`config.mk`:
```
export PLATFORM = sky130hd
export DESIGN_NAME = mul_div_unit
export DESIGN_NICKNAME = d
export VERILOG_FILES = /design/src/rtl/mul_div_unit.sv
export SDC_FILE = /design/constraint.sdc
export NUM_CORES = 1
export LEC_CHECK = 0
export CAP_MARGIN = 20
export CORE_MARGIN = 2
export CORE_UTILIZATION = 40
export DETAILED_ROUTE_END_ITERATION = 16
export PLACE_DENSITY = 0.67
export SLEW_MARGIN = 40
export SYNTH_ARGS = -nofsm -noshare
export SYNTH_HDL_FRONTEND = slang
export SYNTH_SLANG_ARGS = --single-unit
```
`constraint.sdc`:
```
create_clock -name clk -period 6.9 [get_ports clk]
set_input_delay 1.035 -clock clk [delete_from_list [all_inputs] [get_ports clk]]
set_output_delay 1.035 -clock clk [all_outputs]
set_load 0.1 [all_outputs]
```
`src/rtl/mul_div_unit.sv`:
```
// Multi-cycle signed multiplier (radix-2 Booth) / divider (non-restoring) with start/busy/done handshake.
// Define MULDIV_DIV_EN to build the divider datapath; without it op=1 only times out and returns zero.
module mul_div_unit #(
  parameter int WIDTH = 32
) (
  input  logic               clk,
  input  logic               clr,
  input  logic               start,
  input  logic               op,
  input  logic [WIDTH-1:0]   a,
  input  logic [WIDTH-1:0]   b,
  output logic               busy,
  output logic               done,
  output logic [2*WIDTH-1:0] result,
  output logic               div_by_zero
);

  localparam int CW = $clog2(WIDTH + 1);

  typedef enum logic [2:0] {IDLE, MUL, DIV, FIXUP, DONE} state_t;

  state_t state, state_nxt;

  logic [CW-1:0]           cnt;
  logic                    op_q;
  logic                    accept;
  // acc carries two guard bits: Booth needs WIDTH+1, the divider's shifted remainder WIDTH+2
  logic signed [WIDTH+1:0] acc, m;
  logic [WIDTH-1:0]        q;
  logic                    q_1;
  logic signed [WIDTH+1:0] booth_sum;
  logic [2*WIDTH-1:0]      fix;

`ifdef MULDIV_DIV_EN
  logic                    neg_q, sa_q, dz_q;
  logic [WIDTH-1:0]        a_q;
  logic [WIDTH-1:0]        a_mag, b_mag, rem_mag, rem_s, quo_s;
  logic signed [WIDTH+1:0] shl, div_sum;

  assign a_mag   = a[WIDTH-1] ? -a : a;
  assign b_mag   = b[WIDTH-1] ? -b : b;
  assign shl     = {acc[WIDTH:0], q[WIDTH-1]};
  assign div_sum = acc[WIDTH+1] ? shl + m : shl - m;
  assign rem_mag = acc[WIDTH+1] ? acc[WIDTH-1:0] + m[WIDTH-1:0] : acc[WIDTH-1:0];
  assign quo_s   = neg_q ? -q : q;
  assign rem_s   = sa_q ? -rem_mag : rem_mag;
`endif

  assign accept = start && (state == IDLE || state == DONE);
  assign busy   = (state == MUL) || (state == DIV) || (state == FIXUP);
  assign done   = (state == DONE);

  always_comb begin
    booth_sum = acc;
    case ({q[0], q_1})
      2'b01:   booth_sum = acc + m;
      2'b10:   booth_sum = acc - m;
      default: booth_sum = acc;
    endcase
  end

  always_comb begin
    fix = {acc[WIDTH-1:0], q};
    if (op_q) begin
`ifdef MULDIV_DIV_EN
      fix = dz_q ? {a_q, {WIDTH{1'b1}}} : {rem_s, quo_s};
`else
      fix = '0;
`endif
    end
  end

  always_ff @(posedge clk or posedge clr) begin
    if (clr) state <= IDLE;
    else     state <= state_nxt;
  end

  always_comb begin
    state_nxt = state;
    case (state)
      IDLE, DONE: state_nxt = accept ? (op ? DIV : MUL) : IDLE;
      MUL, DIV:   if (cnt == '0) state_nxt = FIXUP;
      FIXUP:      state_nxt = DONE;
      default:    state_nxt = IDLE;
    endcase
  end

  always_ff @(posedge clk or posedge clr) begin
    if (clr) begin
      cnt         <= '0;
      op_q        <= 1'b0;
      acc         <= '0;
      m           <= '0;
      q           <= '0;
      q_1         <= 1'b0;
      result      <= '0;
      div_by_zero <= 1'b0;
`ifdef MULDIV_DIV_EN
      neg_q       <= 1'b0;
      sa_q        <= 1'b0;
      dz_q        <= 1'b0;
      a_q         <= '0;
`endif
    end else begin
      case (state)
        IDLE, DONE: if (accept) begin
          cnt         <= CW'(WIDTH);
          op_q        <= op;
          acc         <= '0;
          q_1         <= 1'b0;
          div_by_zero <= 1'b0;
          m           <= {{2{a[WIDTH-1]}}, a};
          q           <= b;
`ifdef MULDIV_DIV_EN
          a_q   <= a;
          neg_q <= a[WIDTH-1] ^ b[WIDTH-1];
          sa_q  <= a[WIDTH-1];
          dz_q  <= op && (b == '0);
          if (op) begin
            m <= {2'b00, b_mag};
            q <= a_mag;
          end
`endif
        end
        MUL: if (cnt != '0) begin
          acc <= booth_sum >>> 1;
          q   <= {booth_sum[0], q[WIDTH-1:1]};
          q_1 <= q[0];
          cnt <= cnt - 1'b1;
        end
        DIV: if (cnt != '0) begin
`ifdef MULDIV_DIV_EN
          acc <= div_sum;
          q   <= {q[WIDTH-2:0], ~div_sum[WIDTH+1]};
`endif
          cnt <= cnt - 1'b1;
        end
        FIXUP: begin
          result <= fix;
`ifdef MULDIV_DIV_EN
          div_by_zero <= op_q && dz_q;
`else
          div_by_zero <= 1'b0;
`endif
        end
        default: ;
      endcase
    end
  end

endmodule

```
# Yosys cells after proc, flatten, opt, wreduce, memory -nomap -nowiden
# Cells that the tools add are included.
# word_totals
register_bits	174
elab_cells	57
in_bits	68
# op_classes
n_reduce_logical	16
mux	19
n_addsub	3
eq_ne	10
# ops
operator	n
$pmux 34 s2	2
$mux 34	2
$mux 32	2
$mux 64	1
$pmux 32 s2	1
$add 34x32->34	1
$sub 34x32->34	1
$mux 6	2
$pmux 6 s2	1
$pmux 3 s3	1
$eq 3x2->1 const B	2
$logic_not 6->1	1
$ne 2x1->1 const B	3
$reduce_and 3->1	2
$reduce_bool 2->1	3
$reduce_bool 6->1	1
$sub 6x1->6 const B	1
$mux 2	2
$pmux 1 s2	2
$reduce_and 2->1	2
$reduce_or 2->1	2
$eq 3x1->1 const B	1
$eq 3x3->1 const B	1
$logic_not 3->1	1
other kinds (7)	10

# Longest topological paths before layout
# Gate-level depths: netlist of the first run.
# depth
ltp_word	5
ltp_mapped	20

# Worst setup path after synthesis of the first run
# No wires, ideal clock.
# synth_timing
path_kind	register to register
from	register m[6]
to	register acc[31]
required_ns	6.765
period_less_slack_ns	3.597
stages_incl_launch_ff	16
slack_ns	3.303
arrival_ns	3.462
n_path_buf	0
cell_sequence	dfrtp_1 -> or4_4 -> nor4_4 -> and4bb_4 -> nor2_1 -> xnor2_1 -> ha_1 -> a21o_1 -> a21o_1 -> a21oi_1 -> o22ai_1 -> o311ai_1 -> a21oi_1 -> o22ai_1 -> xor2_1 -> o211ai_1
# synth_via
elab_chain_cells	4
word_cells_on_any_way	5
cone_classes	2 x add/sub; 3 x mux
# synth_lines
element	line_no	rtl
from (decl)	28	logic signed [WIDTH+1:0] acc, m;
from (signal assigned)	112	m <= {{2{a[WIDTH-1]}}, a};
$sub 34x32->34 / $add 34x32->34 (equally long branches)	57, 56	
$pmux 34 s2 (*)	55	case ({q[0], q_1})
$mux 34 (*)	125	MUL: if (cnt != '0) begin
$pmux 34 s2 (*)	105	case (state)
to (signal assigned)	126	acc <= booth_sum >>> 1;
to (decl)	28	
# Mark *: on every way between the ends. The rest lies on a longest branch, timed or not. The select of a mux whose other input is x is not followed.
# A chain may end at the register's enable or synchronous reset.

# Final worst setup path of the first run
# layout_timing
from	register m[0]
to	register acc[31]
# Same word-level chain as after synthesis.

==> flow_summary.toml, run 1 <==
[clock_tree]
cts_resized = 0
path_clk_slew_ps = 70
cts_buffers = 17
tritoncts = "built"
post_cts_buffers = 0
clkSinkCount = 172
ctsHoldBuffers = 0
htree_levels = 4
clk_latency_ps = 440
clock_path_buffers = 2
cts_root_buf = "clkbuf_16"

[setup_path]
worstSetupEndpointType = "flip-flop"
critPathRequiredTime_ps = 7200
start_kind = "flip-flop"
crit_type = "reg -> reg"
rrSetupSlack_ps = 2720
reg2reg_depth = 15
cp.arrival_ps = 4470
cp_max_fo = 5
r2r-start = "m[0]$_DFFE_PP0P_"
r2r_end = "acc[31]$_DFFE_PP0P_"

[timing]
timing.slew.headroom_pct = 52.7
fmax_mhz = 239
rsz0062_at_grt = "false"
hold_violations = 0
fin_setup_tns_ps = 0
setup_viol = 0
skew_ps = 13.4
maxSlewViolCount = 0
fin_crit_sh_pct = 60.5
worst_pin_slew_ps = 703
hold_slack_ps = 474
fin_crit_ps = 4180

[placed_design]
dp_hpwl_microns = 16600
portBuffers = 133
placedCellCount = 1541
gp_congestion = 0.847

[floorplanning]
die_h_microns = 159
core_region_area_sq_um = 23500
initial_utilization_pct = 40.8
rows = 56
die_x_microns = 159
io_pins = 135
dieArea_sq_um = 25300

[drt]
drc = 0
ant_nets = 0
drt_iter0_drc = 586
vias_per_cell = 5.09
drt_first_pass_iters = 5
drt_wl_total_microns = 23300
vias = 8000
wl_per_cell_microns = 14.8

[global_routing]
use_met1_pct = 28.8
grt_max_degree = 130
grtUsageMet2_pct = 28.6
met3_usage_pct = 3.18
antenna_found_initial = 0
globalRouteOverflowTotal = 0
grt-busiest-layer = "met1"
grt_use_total_pct = 19.0
grt_pass1_wl_microns = 39900
grt_pass1_vias = 7644

[power]
p_leak_nw = 5.48
ir_drop_mv = 0.115
p_per_area_nw_per_um2 = 177

[synth]
syn_area_sq_um = 9610
synth_edf_count = 0
avgSynthCellArea_sq_um = 8.42
ys_ff_latch = 172
synth_fp_nets = 1247
ys.flop_type = "dfrtp_1"
ys_async_sr_fraction_pct = 100
synth_warnings = 0
yosysSeqAreaShare_pct = 44.8
synth.distinct_cells = 54
syn_inst = 1142

[worst_hold_path]
min_path_cells = 2
hp-class = "reg -> reg"
hold_start = "result[49]$_DFFE_PP0P_"
whs_endpoint = "result[49]$_DFFE_PP0P_"

[job]
drv_cap = 0

[final_layout]
final_util_pct = 48.8
antenna_cells = 0
area_growth_pct = 19.4
drive_above_1_share_pct = 9.81
nets = 1346
final_cells = 1573

[status]
status = "complete, no violations"
logic make-up after synthesis:
kind of cell    Yosys count  synth area share [%]
simple gates            484                  22.9
compound gates          287                  17.3
flops                   172                  44.8
buf+inv                  94                  3.71
xor+xnor                 62                  5.65
fa+ha+maj                37                  4.90
mux                       5                 0.664
other cells               1                0.0390
final cells by class:
type	count	area [sq um]
Clock buffer	17	425
Clock inverter	15	173
Fill cell	2350	12100
Inverter	32	128
Multi-Input combinational cell	876	4980
Sequential cell	172	4300
Tap cell	319	399
Timing Repair Buffer	142	1070
placed cells by master (no fill, tap or decap), drive strengths merged, types with 6 or more instances in the layout:
cell | synthesis | routed
nor2 | 78 | 78
xnor2 | 49 | 49
clkinv | 0 | 6
a21o | 17 | 17
ha | 36 | 36
o211ai | 8 | 8
nor3 | 18 | 18
nand2 | 253 | 253
and3 | 7 | 7
xor2 | 13 | 13
clkdlybuf4s50 | 0 | 67
o21bai | 7 | 7
clkbuf | 55 | 17
o21ai | 116 | 116
inv | 32 | 40
a31oi | 40 | 40
a21oi | 72 | 72
nand2b | 66 | 66
buf | 7 | 75
dfrtp | 172 | 172
and2 | 6 | 6
nand3 | 34 | 34
how the worst max path moves through the flow:
stage	startpoint	end	slack, ps	depth (start not counted)
floorplan	clr	acc[0]$_DFFE_PP0P_	1200	1
global placement	m[6]$_DFFE_PP0P_	acc[29]$_DFFE_PP0P_	2920	18
detailed placement	m[0]$_DFFE_PP0P_	acc[31]$_DFFE_PP0P_	2780	15
CTS	m[0]$_DFFE_PP0P_	acc[31]$_DFFE_PP0P_	2750	15
global route	m[0]$_DFFE_PP0P_	acc[29]$_DFFE_PP0P_	2330	20
finish	m[0]$_DFFE_PP0P_	acc[31]$_DFFE_PP0P_	2720	15
flip-flops by register name (all words and copies together) (netlist names):
register	cells
cnt	6
m	32
state	3
acc	33
q_1	1
q	32
op_q	1
result	64
through the flow:
| stage | setup slack, ps | total power [mW] | instance area (sq um) |
|---|---|---|---|
| detailed placement | 2780 | 1.09 | 10900 |
| global route | 2330 | 2.11 | 11500 |
| global placement | 2920 | 1.09 | 11200 |
| CTS | 2750 | 2.06 | 11500 |
| finish | 2720 | 2.03 | 11500 |
| floorplan | 1200 | 1.05 | 9610 |
worst max-delay path, cell delays in order, from the launching register on:
cell,delay [ps]
dfrtp_1,410
or4_4,550
nor3_2,290
and4bb_4,320
nor2_1,60
xnor2_1,150
ha_1,370
a21o_1,180
a21o_1,170
a21oi_1,200
o22ai_1,180
o311ai_1,520
a21oi_1,160
o22ai_1,210
xor2_1,170
o211ai_1,90
where the power goes:
group	switching (mW)	leakage, nW	internal (mW)
clock network	0.470	0.289	0.489
logic	0.0288	3.04	0.0344
registers	0	2.15	1.01
total	0.499	5.48	1.53
Yosys cell counts (2+ instances only):
library cell  count  area (sq um)
a21oi_1          71           355
buf_1             6          22.5
nor2b_1           4          25.0
mux2i_1           3          30.0
a31oi_1          39           244
clkbuf_1         55           206
o2111ai_1         3          26.3
and3_1            7          43.8
a211oi_1          4          30.0
a21o_1           17           128
o21bai_1          7          52.6
o22ai_1           3          18.8
dfrtp_1         172          4300
ha_1             36           450
nor3_1           17          85.1
nor2_1           78           293
nor4_4            2          42.5
inv_1            32           120
xnor2_1          49           429
o21ai_1           3          15.0
or4_4             2          22.5
o211ai_1          8          60.1
nor4_1            3          18.8
and2_1            6          37.5
a32oi_1           4          35.0
nor3b_1           3          22.5
nand2_1         253           950
nand3_1          34           170
xor2_1           13           114
o21ai_0         113           566
nand2b_1         66           413
nand4_1           3          18.8
o31ai_1           5          37.5
routing by layer:
metal | wire [microns] | vias up
met5 | 0 | -
met1 | 12000 | 3694
met2 | 10100 | 197
li1 | - | 4095
met4 | 160 | 0
met3 | 1100 | 14
(Power assumes the default switching activity.)
==> run 2: changes to the inputs <==
==> constraint.sdc (replaced) <==
create_clock -name clk -period 4.1 [get_ports clk]
set_input_delay 0.615 -clock clk [delete_from_list [all_inputs] [get_ports clk]]
set_output_delay 0.615 -clock clk [all_outputs]
set_load 0.1 [all_outputs]
==> run 2 against run 1 <==
Effect of this change:
- global-route usage rose by 0.15 points
- final cell count is 1.1% higher
- power rose by 72%
- routed wire length up 2.5%
- clock power up 75%
- hold slack improved by 2.7 ps
- sequential cell count is the same
- sequential share of layout area decreased by 0.82 points
- sequential power rose by 68%
- utilization grew 1.1 points
- largest cell class unchanged
- largest power group unchanged
- highest routed layer unchanged
==> flow_summary.toml, run 2 (synthesis gave the netlist of run 1 again) <==
[status]
status = "complete, no violations"

[placed_design]
dp_hpwl_microns = 17200
post-place-ws_ps = 137
gp_congestion = 0.875
placedCellCount = 1557
portBuffers = 133

[final_layout]
seq_area_sq_um = 4310
area_growth_pct = 22.1
drive_above_1_share_pct = 11.9
fill_cells = 2293
layout_common_cells = "251 x nand2_1, 171 x dfrtp_1, 111 x o21ai_0"
antenna_cells = 0
largest_register_ffs = 64
final_cells = 1591
nets = 1364
final_common_cell = "nand2_1"
multiInputGateArea_sq_um = 5030
regMostFlops = "result"
top_regs = "result x64, acc x33"

[timing]
skew_ps = 9.90
rsz0062_at_grt = "true"
setup_viol = 0
fin_ws_ps = 137
fin_crit_sh_pct = 96.7
hold_slack_ps = 477
fmax_mhz = 252
maxSlewViolCount = 0
worst_pin_slew_ps = 685
timing.slew.headroom_pct = 54.2
hold_violations = 0
fin_crit_ps = 3960

[drt]
drc = 0
drt_wl_total_microns = 23900
wl_per_cell_microns = 15.0
ant_nets = 0
drt_first_pass_iters = 5
vias_per_cell = 5.09
vias = 8099
drt_iter0_drc = 582

[power]
ir_drop_mv = 0.194
p_leak_nw = 5.60
total_power_mw = 3.49
swShare_pct = 24.2
switchingPower_mw = 0.845
power_frac_comb_pct = 3.3
sequentialPowerShare_pct = 48.6
p_clk_share_pct = 48.1
power.internal_mw = 2.65
p_per_area_nw_per_um2 = 297

[floorplanning]
dieArea_sq_um = 25300
die_h_microns = 159
core_region_area_sq_um = 23500
die_x_microns = 159
io_pins = 135
initial_utilization_pct = 40.8
rows = 56

[clock_tree]
clk_latency_ps = 440
path_clk_slew_ps = 70
clock_path_buffers = 2
clkSinkCount = 172
ctsHoldBuffers = 0
tritoncts = "built"
cts_buffers = 17
cts_root_buf = "clkbuf_16"
htree_levels = 4

[setup_path]
cp_slowest_cell = "or4_4"
worstSetupEndpointType = "flip-flop"
critPathRequiredTime_ps = 4400
crit_type = "reg -> reg"
cp.arrival_ps = 4260
reg2reg_depth = 15
cp_max_fo = 5
cp_cell_sequence = "or4_4 > nor4_4 > and4bb_4 > nor2_1 > xnor2_1 > ha_1 > a21o_1 > a21o_1 > a21oi_1 > o22ai_2 > o311ai_4 > a21oi_1 > o22ai_1 > xor2_1 > o211ai_1"
slowest_delay_ps = 580
start_kind = "flip-flop"

[global_routing]
grt_pass1_wl_microns = 40000
grt_use_total_pct = 19.1
grt_max_degree = 130
globalRouteOverflowTotal = 0
grt_pass1_vias = 7845
antenna_found_initial = 0

[worst_hold_path]
min_path_cells = 2
hp-class = "reg -> reg"

[job]
drv_cap = 0
==> run 2: worst paths after layout <==
path                                         from                endpoint  slack, ps
min in group asynchronous                     clr  result[26]$_DFFE_PP0P_        510
max reg2reg                      m[6]$_DFFE_PP0P_     acc[31]$_DFFE_PP0P_        140
max                              m[6]$_DFFE_PP0P_     acc[31]$_DFFE_PP0P_        140
min                        result[62]$_DFFE_PP0P_  result[62]$_DFFE_PP0P_        480
max in group asynchronous                     clr       m[23]$_DFFE_PP0P_       2760
min reg2reg                result[62]$_DFFE_PP0P_  result[62]$_DFFE_PP0P_        480
==> run 2: power groups by stage <==
| stage | clock network [mW] | registers [mW] | logic [mW] |
|---|---|---|---|
| 2_1_floorplan | 0 | 1.73 | 0.0309 |
| 3_3_place_gp | 0 | 1.73 | 0.116 |
| 3_5_place_dp | 0 | 1.73 | 0.118 |
| 4_1_cts | 1.71 | 1.69 | 0.118 |
| 5_1_grt | 1.78 | 1.69 | 0.127 |
| 6_report | 1.68 | 1.70 | 0.115 |
==> run 2: layer usage <==
layer / GRT usage, % / wire length, microns / vias up
met4: 4.75 / 277 / 0
met3: 2.81 / 948 / 22
met2: 29.5 / 10600 / 206
met5: 0 / 0 / -
li1: - / - / 4126
met1: 28.4 / 12100 / 3745
==> run 2: timing repair <==
| action | 4_1_cts | 5_1_grt |
|---|---|---|
| setup buffers | 0 | 2 |
| gates resized for setup | 0 | 14 |
| endpoints found under the setup margin | 0 | 10 |
==> run 2: through the flow <==
step	cell area, sq um	TNS [ps]	util [%]
floorplan	9610	0	-
global placement	11300	0	48.2
detailed placement	11000	0	46.9
CTS	11700	0	49.5
global route	11700	-68.8	49.9
finish	11700	0	49.9
==> run 2: final cells by class <==
type | instances | share of cell area (%)
Inverter | 32 | 1.06
Multi-Input combinational cell | 876 | 42.8
Timing Repair Buffer | 160 | 10.7
Clock buffer | 17 | 3.62
Clock inverter | 15 | 1.72
Sequential cell | 172 | 36.7
Tap cell | 319 | 3.40
==> run 2: worst max-delay path: cells and delay by family (launching register included) <==
| family | cells | cell delay, ps |
|---|---|---|
| simple gates | 4 | 1200 |
| compound gates | 8 | 1550 |
| fa+ha+maj | 1 | 360 |
| flops | 1 | 430 |
| xor+xnor | 2 | 290 |
